===== config.mk =====
export PLATFORM = sky130hd
export DESIGN_NAME = serial_subtractor_flat
export DESIGN_NICKNAME = d
export VERILOG_FILES = /design/src/rtl/serial_subtractor_if.sv /design/src/rtl/serial_subtractor.sv /design/src/flat_wrapper.sv
export SDC_FILE = /design/constraint.sdc
export NUM_CORES = 1
export LEC_CHECK = 0
export CAP_MARGIN = 20
export CORE_MARGIN = 4
export CORE_UTILIZATION = 55
export DETAILED_ROUTE_END_ITERATION = 10
export HOLD_SLACK_MARGIN = 0.06
export PLACE_DENSITY = 0.91
export RECOVER_POWER = 50
export SYNTH_ARGS = -nofsm -noshare
export SYNTH_HDL_FRONTEND = slang
export SYNTH_SLANG_ARGS = --single-unit

===== constraint.sdc =====
create_clock -name clk -period 3.6 [get_ports clk]
set_input_delay 0.72 -clock clk [delete_from_list [all_inputs] [get_ports clk]]
set_output_delay 0.72 -clock clk [all_outputs]
set_load 0.005 [all_outputs]

===== src/rtl/serial_subtractor_if.sv =====
// Start/done handshake and operand/result bundle for the multi-cycle subtractor.
// The master issues operands and consumes results; the slave is the subtractor.
interface serial_subtractor_if #(
    parameter int WIDTH = 16
);
    logic             start;
    logic [WIDTH-1:0] a;
    logic [WIDTH-1:0] b;
    logic             bin;
    logic             busy;
    logic             done;
    logic [WIDTH-1:0] d;
    logic             bout;
    logic             zero;
    logic             ovf;

    modport master (
        output start, a, b, bin,
        input  busy, done, d, bout, zero, ovf
    );

    modport slave (
        input  start, a, b, bin,
        output busy, done, d, bout, zero, ovf
    );
endinterface


===== src/rtl/serial_subtractor.sv =====
// Multi-cycle subtractor: d = a - b - bin, DIGIT bits per clock, LSB chunk first,
// with a registered borrow between chunks and flags published on completion.
module serial_subtractor #(
    parameter int WIDTH = 16,
    parameter int DIGIT = 4
) (
    input  logic               clk,
    input  logic               rst,
    serial_subtractor_if.slave bus
);
    localparam int N  = (DIGIT > 0) ? (WIDTH / DIGIT) : 1;
    localparam int CW = (N > 1) ? $clog2(N) : 1;

    generate
        if (WIDTH < 1 || DIGIT < 1 || DIGIT > WIDTH || (WIDTH % DIGIT) != 0) begin : g_badParams
            $error("serial_subtractor: WIDTH must be a positive multiple of DIGIT");
        end
    endgenerate

    typedef enum logic {
        ST_IDLE,
        ST_BUSY
    } state_t;

    state_t           r_state;
    state_t           w_nextState;
    logic             w_accept;
    logic             w_last;

    logic [WIDTH-1:0] r_a;
    logic [WIDTH-1:0] r_b;
    logic             r_aMsb;
    logic             r_bMsb;
    logic             r_borrow;
    logic [CW-1:0]    r_cnt;
    logic [WIDTH-1:0] r_shadow;

    logic [WIDTH-1:0] r_d;
    logic             r_bout;
    logic             r_zero;
    logic             r_ovf;
    logic             r_done;

    logic [DIGIT-1:0] w_aChunk;
    logic [DIGIT-1:0] w_bChunk;
    logic [DIGIT-1:0] w_diff;
    logic [DIGIT:0]   w_bor;
    logic [WIDTH-1:0] w_result;

    // Operands shift right each busy cycle, so the active chunk is always the low DIGIT bits.
    assign w_aChunk = r_a[DIGIT-1:0];
    assign w_bChunk = r_b[DIGIT-1:0];
    assign w_bor[0] = r_borrow;

    for (genvar i = 0; i < DIGIT; i++) begin : g_cell
        assign w_diff[i]  = w_aChunk[i] ^ w_bChunk[i] ^ w_bor[i];
        assign w_bor[i+1] = (~w_aChunk[i] & w_bChunk[i])
                          | (~(w_aChunk[i] ^ w_bChunk[i]) & w_bor[i]);
    end

    // New chunk enters at the top; after N shifts the shadow holds the whole difference.
    assign w_result = (r_shadow >> DIGIT) | (WIDTH'(w_diff) << (WIDTH - DIGIT));

    always_comb begin
        w_nextState = r_state;
        w_accept    = 1'b0;
        w_last      = 1'b0;
        case (r_state)
            ST_IDLE: begin
                if (bus.start) begin
                    w_accept    = 1'b1;
                    w_nextState = ST_BUSY;
                end
            end
            ST_BUSY: begin
                if (r_cnt == CW'(N - 1)) begin
                    w_last      = 1'b1;
                    w_nextState = ST_IDLE;
                end
            end
            default: w_nextState = ST_IDLE;
        endcase
    end

    always_ff @(posedge clk) begin
        if (rst) begin
            r_state  <= ST_IDLE;
            r_a      <= '0;
            r_b      <= '0;
            r_aMsb   <= 1'b0;
            r_bMsb   <= 1'b0;
            r_borrow <= 1'b0;
            r_cnt    <= '0;
            r_shadow <= '0;
            r_d      <= '0;
            r_bout   <= 1'b0;
            r_zero   <= 1'b0;
            r_ovf    <= 1'b0;
            r_done   <= 1'b0;
        end else begin
            r_state <= w_nextState;
            r_done  <= w_last;
            if (w_accept) begin
                r_a      <= bus.a;
                r_b      <= bus.b;
                r_aMsb   <= bus.a[WIDTH-1];
                r_bMsb   <= bus.b[WIDTH-1];
                r_borrow <= bus.bin;
                r_cnt    <= '0;
            end else if (r_state == ST_BUSY) begin
                r_a      <= r_a >> DIGIT;
                r_b      <= r_b >> DIGIT;
                r_borrow <= w_bor[DIGIT];
                r_shadow <= w_result;
                r_cnt    <= w_last ? '0 : r_cnt + CW'(1);
                // Results become visible only once the final chunk lands.
                if (w_last) begin
                    r_d    <= w_result;
                    r_bout <= w_bor[DIGIT];
                    r_zero <= (w_result == '0);
                    r_ovf  <= (r_aMsb != r_bMsb) && (w_result[WIDTH-1] != r_aMsb);
                end
            end
        end
    end

    assign bus.busy = (r_state == ST_BUSY);
    assign bus.done = r_done;
    assign bus.d    = r_d;
    assign bus.bout = r_bout;
    assign bus.zero = r_zero;
    assign bus.ovf  = r_ovf;
endmodule


===== src/flat_wrapper.sv =====
// flat-port wrapper written by rule: the top's interface ports become plain ports
module serial_subtractor_flat 
#(
    parameter int WIDTH = 16,
    parameter int DIGIT = 4
)
  (clk, rst, bus_start, bus_a, bus_b, bus_bin, bus_busy, bus_done, bus_d, bus_bout, bus_zero, bus_ovf);
  serial_subtractor_if #(.WIDTH(WIDTH)) bus_i ();
  input  logic clk;
  input  logic rst;
  input wire logic [$bits(bus_i.start)-1:0] bus_start;
  input wire logic [$bits(bus_i.a)-1:0] bus_a;
  input wire logic [$bits(bus_i.b)-1:0] bus_b;
  input wire logic [$bits(bus_i.bin)-1:0] bus_bin;
  output wire logic [$bits(bus_i.busy)-1:0] bus_busy;
  output wire logic [$bits(bus_i.done)-1:0] bus_done;
  output wire logic [$bits(bus_i.d)-1:0] bus_d;
  output wire logic [$bits(bus_i.bout)-1:0] bus_bout;
  output wire logic [$bits(bus_i.zero)-1:0] bus_zero;
  output wire logic [$bits(bus_i.ovf)-1:0] bus_ovf;
  assign bus_i.start = bus_start;
  assign bus_i.a = bus_a;
  assign bus_i.b = bus_b;
  assign bus_i.bin = bus_bin;
  assign bus_busy = bus_i.busy;
  assign bus_done = bus_i.done;
  assign bus_d = bus_i.d;
  assign bus_bout = bus_i.bout;
  assign bus_zero = bus_i.zero;
  assign bus_ovf = bus_i.ovf;
  serial_subtractor #(.WIDTH(WIDTH), .DIGIT(DIGIT)) u_core (.clk(clk), .rst(rst), .bus(bus_i));
endmodule

==> results, run 1 <==
- The actual transition at the worst max-transition pin is between 2 and 2.5 ns.
- Sequential elements use 48.3% of the synthesized area.
- The maximum number of pins on one net before global-route repair is 41.
- Following the worst setup path forward leads to its endpoint at u_core.r_a[3].
- The number of pins exceeding their max-slew limit in the final report is 39.
- The number of global-route vias before repair is 2055.
- The worst path in the final design needs a cycle of approximately 2.7 ns, including I/O delays and setup.
- The floorplan step defined a die boundary enclosing between 0.006 and 0.007 mm^2.
- After clock tree synthesis, the setup repair step added 0 buffers.
- The maximum clock path buffer count is 2.
- The total overflow left after global routing is 0.
- Together, buffers and inverters on the worst path number 1.
- Summed over all layers, the routed wires come to slightly below 6000 um.
- The initial antenna violation count is 0.
- The post-detailed-route DRC marker count is 0.
- The net count of the mapped netlist is 307.
- 0 antenna diodes ended up in the layout.
- The later pin in the worst-skew pair is clocked with a latency of 0.34 ns.
- The average size of a mapped cell is roughly 11 um^2.
- The total of endpoints with negative setup slack in the final report is 0.
- In this run the critical register-to-register path is launched from u_core.r_borrow.
- The worst setup path is captured at a flip-flop.
- The maximum ir drop on the vdd rail is ~0.3 mV.
- Grouping stages by cell kind, the critical path spends the most delay in buffers and inverters.
- The clock arrives with 0.0105 ns of skew.
- For this run, the detailed router's first-pass iteration total came to 4.
- The signed area change from the synthesized netlist to the final layout is 23.6%.
- By startpoint and endpoint, the worst setup path is classified as primary input to flip-flop.
- The wire-length estimate of the detail-placed layout is around 4100 um.
- From left edge to right edge, the die measures about 80 um.
- The share of cells above drive strength 1 is 11.7%.
- The gate count of the mapped netlist is 266.
- The destination of the worst register-to-register timing path is u_core.bus.ovf.
- Yosys printed 0 warnings.
- The vertical extent of the die is 80.6 um.
- In this run the count of I/O pins placed on the die edge is between 50 and 60.
- The routed layout has slightly above 2000 vias.
- After detailed routing, the average wire length per cell comes to about 15 um.
- TritonCTS created 9 clock buffers.
- Synthesis inferred 70 register bits.
- The floorplan step defined a core boundary enclosing slightly above 0.005 mm^2.
- Summed over all cells, the static leakage comes to about 1.5 nW.
- The normalized max-slew margin is -43.9%.
- STA classifies the critical path startpoint as a primary input.
- Static timing analysis puts the maximum clock frequency at ~360 MHz.
- The total design power is roughly 1.6 mW.
- The worst register-to-register path has a depth of 10.
- The number of hold-repair buffers added at the cts stage is 0.
- Clock-pin slew was measured on the worst setup and hold paths at 0.07 ns.
- The initial utilization of the core area, before any placement, comes to roughly 57%.
- Data on the critical path is required at its endpoint by approximately 3.8 ns.
- The number of antenna-violating nets in the routed design is 0.
- The library cell contributing the largest single delay on the critical path is sky130_fd_sc_hd__clkbuf_1.
- The TritonCTS sink count is 70.
- In the final design database the tool counted 360 nets.
- The placed instances occupy a cell area of between 0.003 and 0.004 mm^2.
- The number of DRC markers in iteration 0 is 129.
- The largest stage delay on the critical path is about 1.5 ns.
- The global routing usage summed across all routing layers is roughly a fifth.
- Across the run, the number of max-cap violations was 1.
- The finished cells cover 0.00359 mm^2.
- Summing every instance area after synthesis gives between 0.002 and 0.003 mm^2.
- Once the clock tree was built, the resizer swapped 0 gates to a different size.
- The flow ran to the end, but the final reports show violations.
- Hold is met by 0.468 ns.
- In this run the worst setup path begins at bus_start.
- The biggest fanout along the worst timing path is 38.
- In this run the number of H-tree levels came out at 3.
- The final reports fail on max-capacitance violations, max-slew violations.
- The first global-routing pass estimated ~9500 um of wire.
- The critical path crosses 4 cells after its start point.
- The number of input and output port buffers inserted is 56.
- The CTS tree is done.
- The hold violation total from the final report is 0.
- The worst min-delay path category is flip-flop to flip-flop.
- The number of different library cells used by synthesis comes to 28.
- Setup repair after global routing left no endpoint under its margin.
- The detailed-route vias per instance is between 5 and 6.
- The clock tree root driver cell is sky130_fd_sc_hd__clkbuf_8.
- The critical path goes through clkbuf_1, mux2_2, mux2i_1, nor2_1.
- In the final timing run, aggregate negative setup slack is 0 ns.
- The reg-to-reg setup timing slack is between 1 and 1.5 ns.
- Power spread over the standard cell area amounts to approximately 440 mW/mm^2.
- The final estimated routing congestion in global placement is 0.761.
- Of the available clock period, the critical path in the final layout requires 76.3%.
- The number of fill cells in the layout is about 390.
- Data arrives at the worst endpoint at 2.92 ns.
- After floorplanning, the core was divided into 26 placement rows.
## power breakdown
part	switching, mW	total, mW	internal [mW]	leakage (nW)
clock network	0.297	0.547	0.250	0.0894
registers	0.0262	0.834	0.808	0.571
logic	0.0950	0.211	0.116	0.791
## stage by stage
step	instances	utilization, %	worst slack [ns]
final	394	70.2	0.854
after global routing	394	70.2	0.638
after CTS	394	71.0	1.03
after detailed placement	378	67.6	1.05
after global placement	378	67.6	1.17
after floorplan	266	-	1.22
## final cells by class
| class | count | area, um^2 | area share (%) |
|---|---|---|---|
| Sequential cell | 70 | 1400 | 39.1 |
| Multi-Input combinational cell | 170 | 1320 | 36.8 |
| Tap cell | 70 | 87.6 | 2.44 |
| Inverter | 8 | 31.3 | 0.872 |
| Timing Repair Buffer | 60 | 573 | 16.0 |
| Clock inverter | 7 | 48.8 | 1.36 |
| Clock buffer | 9 | 124 | 3.45 |
## worst min path at each step
stage	slack [ns]	end	from	depth (start not counted)
floorplan	0.45	u_core.bus.bout	u_core.bus.bout	2
CTS	0.47	u_core.bus.d[13]	u_core.bus.d[13]	2
detailed placement	0.46	u_core.bus.d[13]	u_core.bus.d[13]	2
finish	0.47	u_core.bus.d[13]	u_core.bus.d[13]	2
global route	0.50	u_core.bus.d[13]	u_core.bus.d[13]	2
global placement	0.45	u_core.bus.bout	u_core.bus.bout	2
## cell usage in the layout, fill, tap and decap left out, types with 6 or more instances in the layout
master | synthesis | routed
sky130_fd_sc_hd__clkbuf_8 | 0 | 9
sky130_fd_sc_hd__mux2_2 | 14 | 14
sky130_fd_sc_hd__mux2i_1 | 44 | 44
sky130_fd_sc_hd__a22o_1 | 14 | 14
sky130_fd_sc_hd__mux2_1 | 0 | 6
sky130_fd_sc_hd__nand2_1 | 7 | 7
sky130_fd_sc_hd__inv_1 | 7 | 7
sky130_fd_sc_hd__nor2_1 | 50 | 50
sky130_fd_sc_hd__clkdlybuf4s50_1 | 0 | 54
sky130_fd_sc_hd__dfxtp_1 | 70 | 69
## synth_stat cells (all sizes together)
cell | instances | share of area (%)
ha | 1 | 0.43
nor4 | 3 | 0.65
dfxtp | 70 | 48
clkinv | 1 | 0.17
nand2 | 7 | 0.91
inv | 7 | 0.91
fa | 4 | 2.8
nor2b | 2 | 0.43
a22o | 14 | 4.2
and2b | 1 | 0.26
mux2 | 24 | 11
nor2 | 50 | 6.5
clkbuf | 5 | 0.65
buf | 13 | 3.6
nor3b | 3 | 0.78
nand4 | 1 | 0.22
a211oi | 4 | 1.0
mux2i | 44 | 15
o21a | 1 | 0.26
or2 | 2 | 0.52
a21oi | 4 | 0.69
o31ai | 1 | 0.26
o21ai | 4 | 0.69
## tightest hold or removal path, delay by kind of cell, from the launching register on
family,cells,cell delay (ns)
AND/OR/NAND/NOR,1,0.05
flip-flops,1,0.34
AO/OA/AOI/OAI,1,0.05
## state kept, by name, indices dropped and copies added (netlist names)
signal and count:
u_core.bus.zero 1, u_core.r_shadow 12, u_core.r_aMsb 1, u_core.bus.bout 1, u_core.bus.done 1, u_core.r_borrow 1
u_core.r_b 16, u_core.r_cnt 2, u_core.r_a 16, u_core.bus.d 16, u_core.bus.busy 1, u_core.r_bMsb 1
u_core.bus.ovf 1
## layer usage
| metal | up-vias | share of wire, % | track usage [%] |
|---|---|---|---|
| met2 | 63 | 48 | 31.8 |
| met4 | 0 | 2.1 | 8.78 |
| met5 | - | 0 | 0 |
| met1 | 971 | 44 | 23.1 |
| met3 | 12 | 6.3 | 5.94 |
| li1 | 1024 | - | - |
## cell families (layout without fill, tap and decap cells)
family                   count (synthesis)  count (layout)  share of synthesized area [%]
adder cells (fa/ha/maj)                  5               5                           3.19
AND/OR/NAND/NOR                         69              69                           10.2
AO/OA/AOI/OAI                           28              28                           7.16
buffers and inverters                   26              84                           5.35
flip-flops                              70              70                           48.3
multiplexers                            68              68                           25.8
No activity file was read; power rests on OpenSTA's default activity.
==> inputs of run 2 (changes only) <==
--- a/config.mk
+++ b/config.mk
@@ -7,10 +7,10 @@
 export LEC_CHECK = 0
 export CAP_MARGIN = 20
 export CORE_MARGIN = 4
-export CORE_UTILIZATION = 55
+export CORE_UTILIZATION = 46
 export DETAILED_ROUTE_END_ITERATION = 10
 export HOLD_SLACK_MARGIN = 0.06
-export PLACE_DENSITY = 0.91
+export PLACE_DENSITY = 0.82
 export RECOVER_POWER = 50
 export SYNTH_ARGS = -nofsm -noshare
 export SYNTH_HDL_FRONTEND = slang
==> constraint.sdc (replaced) <==
create_clock -name clk -period 2.36 [get_ports clk]
set_input_delay 0.472 -clock clk [delete_from_list [all_inputs] [get_ports clk]]
set_output_delay 0.472 -clock clk [all_outputs]
set_load 0.005 [all_outputs]
==> results, run 2 (synthesis results as in run 1) <==
- The run finished with clean final reports.
- The share of the clock period used by the worst path after layout is between 90% and 100%.
- The worst hold path belongs to the class flip-flop to flip-flop.
- Once the floorplan was initialized, standard cells occupied between 40% and 50% of the core.
- The required time of the worst setup path is about 2.6 ns.
- The total design power is around 2.8 mW.
- The initial antenna violation count is 0.
- The antenna diode count is 0.
- The clock latency of the later-clocked register in the worst-skew pair is between 0.3 and 0.4 ns.
- The number of antenna-violating nets in the routed design is 0.
- The worst path in the final design needs a cycle of 2.28 ns, including I/O delays and setup.
- The worst-case IR drop observed on VDD is roughly 0.5 mV.
- The number of input and output port buffers inserted is 56.
- The signed area change from the synthesized netlist to the final layout is 30.0%.
- The die area is ~0.0076 mm^2.
- The most common library cell in the layout ignoring fill and taps is sky130_fd_sc_hd__dfxtp_1.
- Setup repair after global routing could not meet its margin everywhere.
- The element type at the critical path end is a flip-flop.
- Setup violations remaining at the end of the flow were counted as 0.
- The first detailed-routing pass took 4 iterations.
- The startpoint identified for the worst register-to-register timing path is u_core.r_b[0].
- The number of clock buffers added by TritonCTS is 9.
- The clock passes through at most 2 buffers.
- The final estimated routing congestion in global placement is about 0.79.
- Using the TritonRoute via totals, the vias-per-cell ratio works out to around 5.
- The cell that appears most often on the critical path is sky130_fd_sc_hd__fa_2.
- Global routing finished with a remaining overflow of 0.
- The top cell types in the final layout, fill and taps aside, are sky130_fd_sc_hd__dfxtp_1 (68), sky130_fd_sc_hd__clkdlybuf4s50_1 (54), sky130_fd_sc_hd__nor2_1 (49).
- The number of nets in the layout is around 360.
- Summing all non-filler instances in the final layout gives an area of about 0.0038 mm^2.
- At the end of the flow the core is filled with cells to 62.6%.
- The number of pins exceeding their max-slew limit in the final report is 0.
- In this run the standard cell core region covers roughly 0.0060 mm^2.
- The number of vias after detailed routing is just over 2000.
- The fmax is 438 MHz.
- The filler cells instantiated in the layout total ~500.
- The power density over the cells is approximately 740 mW/mm^2.
- The element type at the critical path start is a flip-flop.
- For this block, the routed nets add up to 5800 um of wire.
- The hold path startpoint is u_core.bus.d[13].
- Summed over all cells, the static leakage comes to 1.53 nW.
- After detailed placement, the total cell area comes to 0.00350 mm^2.
- For this run, design rule violations remaining after detail routing come to 0.
- The number of top-level pins is 57.
- The HPWL after detailed placement is approximately 4000 um.
- The largest stage delay on the critical path is between 0.4 and 0.5 ns.
- The H-tree depth is 3.
- The maximum number of pins on one net before global-route repair is 39.
- Across the routed clock network, the largest skew measured is around 0.010 ns.
- Of all nets on the critical path, the largest fanout is 5.
- The total negative setup slack is 0 ns.
- The die is about 87 um wide.
- After clock tree synthesis, the clock-pin slew on the worst setup and hold paths is approximately 0.07 ns.
- For this design, the slowest cell found on the critical path is sky130_fd_sc_hd__fa_2.
- The number of global-route vias before repair came to a little over 2000.
- The routed wire length per instance is about 14 um.
- The launching element of the worst setup path is u_core.r_b[0].
- In this run the vertical extent of the chip is between 80 and 90 um.
- The clock tree root driver cell is sky130_fd_sc_hd__clkbuf_8.
- The number of core rows is 28.
- Across the run, the number of max-cap violations was 0.
- Data on the critical path arrives at its endpoint at 2.51 ns.
- For the pin with the worst max-slew slack, the measured transition is around 1.1 ns.
- The critical path start-end classification is flip-flop to flip-flop.
- For this block, the initial DRC count from the detailed router was 110.
- The share of cells above drive strength 1 is 19.8%.
- The hold violation total from the final report was 0.
- Walking the worst path, the cells encountered are inv_2, fa_2, inv_2, fa_2, fa_2, inv_2, fa_2, nor2b_4, a21oi_2, o21ai_1.
- The CTS tree is done.
- The global routing usage summed across all routing layers is between 15 and 20%.
- For flop-to-flop paths, the worst setup slack is between 0.07 and 0.08 ns.
- The normalized max-slew margin is between 20 and 30%.
- The global-route wire length before repair is 9660 um.
- The TritonCTS sink count is 70.
## run 2: power by group
group | internal (mW) | switching [mW] | total [mW]
Combinational | 0.204 | 0.150 | 0.354
Sequential | 1.23 | 0.0436 | 1.28
Clock | 0.704 | 0.452 | 1.16
## run 2: cell type report
cell class | count | area (um^2) | area share, %
sequential | 70 | 1400 | 37.2
multi-input combinational | 170 | 1370 | 36.4
timing repair buffer | 64 | 622 | 16.5
clock buffer | 9 | 124 | 3.28
clock inverter | 7 | 123 | 3.25
tap | 75 | 93.8 | 2.49
inverter | 8 | 31.3 | 0.829
## run 2: routing by layer
layer | up-vias | global-route usage [%] | wire, um
li1 | 1032 | - | -
met1 | 972 | 20.1 | 2560
met2 | 57 | 26.0 | 2790
met3 | 9 | 5.49 | 387
met4 | 0 | 6.83 | 66
met5 | - | 0 | 0
## run 2: path summary, 6_finish.rpt
path | depth (start not counted) | endpoint
worst max-delay path | 10 | u_core.bus.ovf
worst max register to register | 10 | u_core.bus.ovf
worst min-delay path | 2 | u_core.bus.d[13]
worst min register to register | 2 | u_core.bus.d[13]
## run 2: worst max-delay path: cells and delay by family, from the launching register on
| kind | cells | cell delay (ns) |
|---|---|---|
| adders and majority gates | 4 | 1.33 |
| buffers and inverters | 3 | 0.17 |
| AOI/OAI and AO/OA | 2 | 0.21 |
| and+or+nand+nor | 1 | 0.16 |
| DFF | 1 | 0.33 |
## run 2: what timing repair did
item                       in CTS  in global routing
setup endpoints to repair       2                  2
setup buffers                   0                  1
resized for setup              11                  3
pin swaps                       5                  6
hold buffers                    0                  0
## run 2: per-stage QoR
| stage | std cells | hold WS [ns] | setup WS, ns |
|---|---|---|---|
| after global placement | 386 | 0.454 | -0.0471 |
| after detailed placement | 386 | 0.457 | -0.116 |
| after floorplan | 266 | 0.449 | 0.0158 |
| final | 403 | 0.474 | 0.0760 |
| after CTS | 402 | 0.479 | 0.0257 |
| after global routing | 403 | 0.496 | -0.0961 |
==> inputs of run 3 (changes only) <==
--- a/config.mk
+++ b/config.mk
@@ -5,6 +5,7 @@
 export SDC_FILE = /design/constraint.sdc
 export NUM_CORES = 1
 export LEC_CHECK = 0
+export ABC_CLOCK_PERIOD_IN_PS = 2360
 export CAP_MARGIN = 20
 export CORE_MARGIN = 4
 export CORE_UTILIZATION = 46
==> results of run 3 <==
The final DEF is identical to that of run 2; final timing and power are the same.
==> RTL change 1: new RTL, config.mk and constraints of run 3 <==
`DIGIT` is set to 4 in 2 places; all go to 2.
--- a/src/rtl/serial_subtractor.sv
+++ b/src/rtl/serial_subtractor.sv
@@ -2,7 +2,7 @@
 // with a registered borrow between chunks and flags published on completion.
 module serial_subtractor #(
     parameter int WIDTH = 16,
-    parameter int DIGIT = 4
+    parameter int DIGIT = 2
 ) (
     input  logic               clk,
     input  logic               rst,
--- a/src/flat_wrapper.sv
+++ b/src/flat_wrapper.sv
@@ -2,7 +2,7 @@
 module serial_subtractor_flat 
 #(
     parameter int WIDTH = 16,
-    parameter int DIGIT = 4
+    parameter int DIGIT = 2
 )
   (clk, rst, bus_start, bus_a, bus_b, bus_bin, bus_busy, bus_done, bus_d, bus_bout, bus_zero, bus_ovf);
   serial_subtractor_if #(.WIDTH(WIDTH)) bus_i ();
Function: changed (a bounded check fails within 10 cycles, from zero or initial values and one cycle with rst high).
==> RTL change 1 against run 3 <==
Sequential cell count increased by 3. Combinational power decreased by 12%. Cell area increased by 1.7%. Wire length decreased by 1.7%. Maximum frequency increased by 20%. Setup slack improved by 0.37 ns. Synthesized area increased by 5.0%. Power decreased by 2.7%. Final cell count increased by 1.2%.
==> RTL change 1: results (changes against run 3) <==
stage	metric	value	unit	change
drt	wl_per_cell	14.0	µm	-2.9%
place	gp_congestion	0.791		+0.71%
setup_path	crit_arrival	2.19	ns	-0.32 ns
outcome	status	finished clean		
synth	synth_top_cells_by_area	dfxtp_1 (48%), mux2i_1 (15%), mux2_4 (9.9%), nor2_1 (5.9%), a22o_1 (4.6%)		
sta	worst_clock_skew	0.00576	ns	-0.00465 ns
synth	ys_seq_area_share	48.0	%	-0.31 points
global_route	gr-usage-met2	24.8	%	-1.2 points
place	hpwl	3.91	mm	-2.6%
setup_path	ff2ff_path_depth	7		-3
cts	max-clock-path-buffers	2		unchanged
worst_hold_path	hold_path_class	flip-flop to flip-flop		
synth	synth_cell_type_count	29		+3.6%
layout	fill_cells	527		+5.6%
place	place_ws	0.467	ns	+0.583 ns
global_route	grt_max_degree	44		+13%
global_route	globalRouteTotalUtil	15.8	%	-0.52 points
drt	drt-initial-drc-count	94		-15%
cts	cts.repair.resized	0		-11
synth	synthFlopType	dfxtp_1		
global_route	grt.met3_usage	7.28	%	+1.8 points
synth	synth.top_cells.by_count	dfxtp_1 (73), nor2_1 (48), mux2i_1 (47)		
synth	ys_seq_elements	73		+4.3%
drt	avgViaCountPerCell	5.12		-0.41%
power	intPower	2.07	mW	-3.5%
layout	drive_gt1_share	15.4	%	-4.4 points
synth	syn_nets	313		+2.0%
floorplan	coreArea	0.00639	mm²	+6.0%
setup_path	worstPathMaxFanout	5		unchanged
cts	cts_buffers	9		unchanged
global_route	grt_pass1_vias	2067		+0.097%
cts	clk_latency	0.35	ns	about the same
global_route	use_met1	19.1	%	-1.0 points
global_route	grt_pass1_wl	9.65	mm	-0.14%
power	power.leakage	1.58	nW	+3.5%
sta	maxSlewHeadroom	42.6	%	+17 points
power	ir_drop	0.458	mV	-8.6%
layout	nNetsFinal	366		+0.55%
[RTL change 1: cell count changes in the layout (fill, tap and decap cells not counted), sizes merged, moves of 2 or more]
cell      change
mux2i         +3
fa            -2
dfxtp         +3
clkinvlp      -2
mux2          +4
buf           -3
or2           -2
a22o          +2
nor2          -2
nor3          +4
[RTL change 1: area by class of cell]
cell class | count | area [µm²] | share of cell area (%)
clock buffers | 9 | 124 | 3.23
clock inverters | 7 | 103 | 2.67
inverters | 5 | 18.8 | 0.489
multi-input cells | 176 | 1440 | 37.5
flip-flops and latches | 73 | 1460 | 38.1
well taps | 77 | 96.3 | 2.51
repair buffers | 61 | 594 | 15.5
[RTL change 1: metrics by stage]
step | instances | instance area [µm²] | power (mW) | hold WS, ns | util [%]
final | 408 | 3840 | 2.71 | 0.470 | 60.1
after global placement | 392 | 3620 | 1.64 | 0.454 | 56.6
after floorplan | 273 | 3050 | 1.56 | 0.449 | -
after global routing | 408 | 3840 | 2.83 | 0.490 | 60.1
after detailed placement | 392 | 3620 | 1.65 | 0.459 | 56.6
after CTS | 408 | 3840 | 2.75 | 0.415 | 60.2
[RTL change 1: cells by family (layout without fill, tap and decap cells)]
| group | after synthesis | count (layout) | share of synthesized area (%) |
|---|---|---|---|
| fa+ha+maj | 4 | 4 | 2.14 |
| buf+inv | 24 | 82 | 4.77 |
| flops | 73 | 73 | 48.0 |
| simple gates | 70 | 70 | 9.98 |
| compound gates | 27 | 27 | 6.86 |
| mux | 75 | 75 | 28.3 |
[RTL change 1: worst paths after layout]
check	slack [ns]	to	from
worst max-delay path	0.45	u_core.bus.zero	u_core.r_a[0]
worst min-delay path	0.47	u_core.bus.d[14]	u_core.bus.d[14]
worst min register to register	0.47	u_core.bus.d[14]	u_core.bus.d[14]
worst max register to register	0.45	u_core.bus.zero	u_core.r_a[0]
[RTL change 1: power by group through the flow]
stage / logic, mW / registers [mW] / clock network, mW
2_1_floorplan: 0.229 / 1.33 / 0
6_report: 0.313 / 1.31 / 1.09
3_3_place_gp: 0.308 / 1.33 / 0
3_5_place_dp: 0.314 / 1.34 / 0
5_1_grt: 0.346 / 1.31 / 1.17
4_1_cts: 0.317 / 1.31 / 1.12
[RTL change 1: metal layers]
metal / part of all wire (%) / routed length, µm
met1: 46 / 2610
met2: 45 / 2570
met3: 7.8 / 446
met4: 1.2 / 69
met5: 0 / 0
[RTL change 1: critical path, stage by stage, from the launching register on]
cell and delay, ns:
dfxtp_1 0.34, inv_1 0.06, fa_1 0.36, inv_1 0.09, fa_1 0.46, nor4_1 0.30
nand3_1 0.10, o21ai_0 0.14
==> RTL change 2: new RTL, flow settings as in run 3 <==
Without the edit above. Make the reset (`rst`) asynchronous in one clocked block.
--- a/src/rtl/serial_subtractor.sv
+++ b/src/rtl/serial_subtractor.sv
@@ -82,7 +82,7 @@
         endcase
     end
 
-    always_ff @(posedge clk) begin
+    always_ff @(posedge clk or posedge rst) begin
         if (rst) begin
             r_state  <= ST_IDLE;
             r_a      <= '0;
Behaviour: differs if rst is asserted again (counterexample within 4 cycles, from zero or initial values and one cycle with rst high); with rst held inactive, the same outputs for 10 cycles.
==> RTL change 2 against run 3 <==
The flow now finishes with violations (capacitance limit, slew limit, setup timing). Sequential cell count stayed put. Critical path type unchanged. Wire length is 0.21% higher. Highest routed layer unchanged. Cell area up 4.2%. Synthesized area rose by 5.3%. Setup slack got worse by 0.099 ns. Non-clock buffer count fell by 3.
Power is not compared: it rests on default switching activity, and its combinational part moved more than twofold at a synthesized area within 25%.
==> RTL change 2: results (changes against run 3) <==
stage	metric	value	unit	change
global_route	globalRouteTotalUtil	16.1	%	-0.25 points
outcome	violations	capacitance limit, slew limit, setup timing		
flow_run	cap_violations	1		+1
synth	ys_seq_area_share	57.4	%	+9.1 points
setup_path	ff2ff_path_depth	10		unchanged
place	numPlacedInstances	370		-4.1%
synth	syn_area_per_cell	12.4	µm²	+13%
layout	fill_cells	500		+0.20%
drt	routed-via-count	1935		-6.5%
layout	final_cells	386		-4.2%
drt	highest_layer	met4		
layout	nNetsFinal	345		-5.2%
sta	maxSlewHeadroom	-3.54	%	-29 points
synth	synthArstFlopShare	100	%	+100 points
sta	drv_slew	32		+32
sta	fin_setup_tns	-0.0228	ns	-0.0228 ns
global_route	grt.met3_usage	5.53	%	+0.043 points
global_route	grt_pass1_vias	2000		-3.1%
worst_hold_path	holdPathStages	2		unchanged
layout	drive_gt1_share	18.1	%	-1.7 points
drt	wl_per_cell	15.1	µm	+4.6%
setup_path	worstPathMaxFanout	5		unchanged
place	place_area	0.00366	mm²	+4.6%
synth	synth-compound-area-share	6.27	%	-0.89 points
sta	setup_viol	1		+1
drt	wl_met1	2.50	mm	-2.2%
worst_hold_path	hp-start	u_core.r_b[13]		
sta	worst_clock_skew	0.00873	ns	-0.00168 ns
layout	multiInputGateArea	0.00117	mm²	-15%
power	p_total	5.19	mW	
setup_path	crit_path_start	u_core.r_borrow		
global_route	grt_max_degree	64		+64%
setup_path	critPathMaxStageDelay	0.47	ns	about the same
power	power.leakage	1.80	nW	
place	gp_congestion	0.775		-1.3%
setup_path	cp_top_family	adder cells		
setup_path	critPathCapture	u_core.bus.ovf		
synth	synth_top_cells_by_area	dfrtp_1 (57%), mux2i_1 (10%), mux2_2 (6.3%), o21ai_0 (5.1%), mux2_4 (4.4%)		
synth	synthAdderAreaFrac	3.03	%	-0.16 points
synth	syn_nets	288		-6.2%
drt	route.met2.wl	2.84	mm	+1.9%
outcome	status	finished, violations left		
sta	timing.hold.ws	0.486	ns	+0.0120 ns
drt	drt-initial-drc-count	99		-10%
global_route	gr-usage-met2	26.4	%	+0.36 points
setup_path	crit_arrival	2.60	ns	+0.09 ns
sta	setup_ws	-0.0228	ns	-0.0988 ns
cts	htree_levels	3		unchanged
synth	muxShareOfSynthArea	21.2	%	-4.6 points
place	hpwl	3.97	mm	-1.0%
power	ir_drop	0.890	mV	
synth	synth_cell_type_count	24		-14%
worst_hold_path	whs_endpoint	u_core.r_b[9]		
global_route	grt_pass1_wl	9.58	mm	-0.86%
global_route	use_met1	19.0	%	-1.1 points
drt	route.met3.wl	379	µm	-2.1%
synth	synth.top_cells.by_count	dfrtp_1 (70), mux2i_1 (32), o21ai_0 (31)		
global_route	antenna_found_initial	0		unchanged
place	place_ws	-0.137	ns	-0.0207 ns
cts	max-clock-path-buffers	2		unchanged
==> RTL change 2: cell count changes in the layout (fill, tap and decap cells not counted), moves of 2 or more <==
cell / before / now
a22o_1: 14 / 1
nor3b_1: 2 / 0
dfxtp_1: 68 / 0
inv_1: 3 / 7
buf_4: 5 / 2
nand2_1: 7 / 30
dfxtp_2: 2 / 0
a211oi_1: 4 / 1
o21ai_0: 3 / 30
nor2_1: 49 / 13
mux2_2: 14 / 17
dfrtp_1: 0 / 69
mux2i_1: 44 / 32
==> RTL change 2: what timing repair did <==
item / CTS / global route
pin swaps: 2 / 1
hold buffers: 0 / 0
gates resized for setup: 3 / 1
endpoints found under the setup margin: 2 / 2
endpoints found under the hold margin: 0 / 0
==> RTL change 2: cell type report <==
type                            count  area share [%]
Inverter                           10           0.955
Tap cell                           77            2.45
Multi-Input combinational cell    152            29.9
Sequential cell                    70            44.6
Clock buffer                        9            3.15
Timing Repair Buffer               61            15.3
Clock inverter                      7            3.69
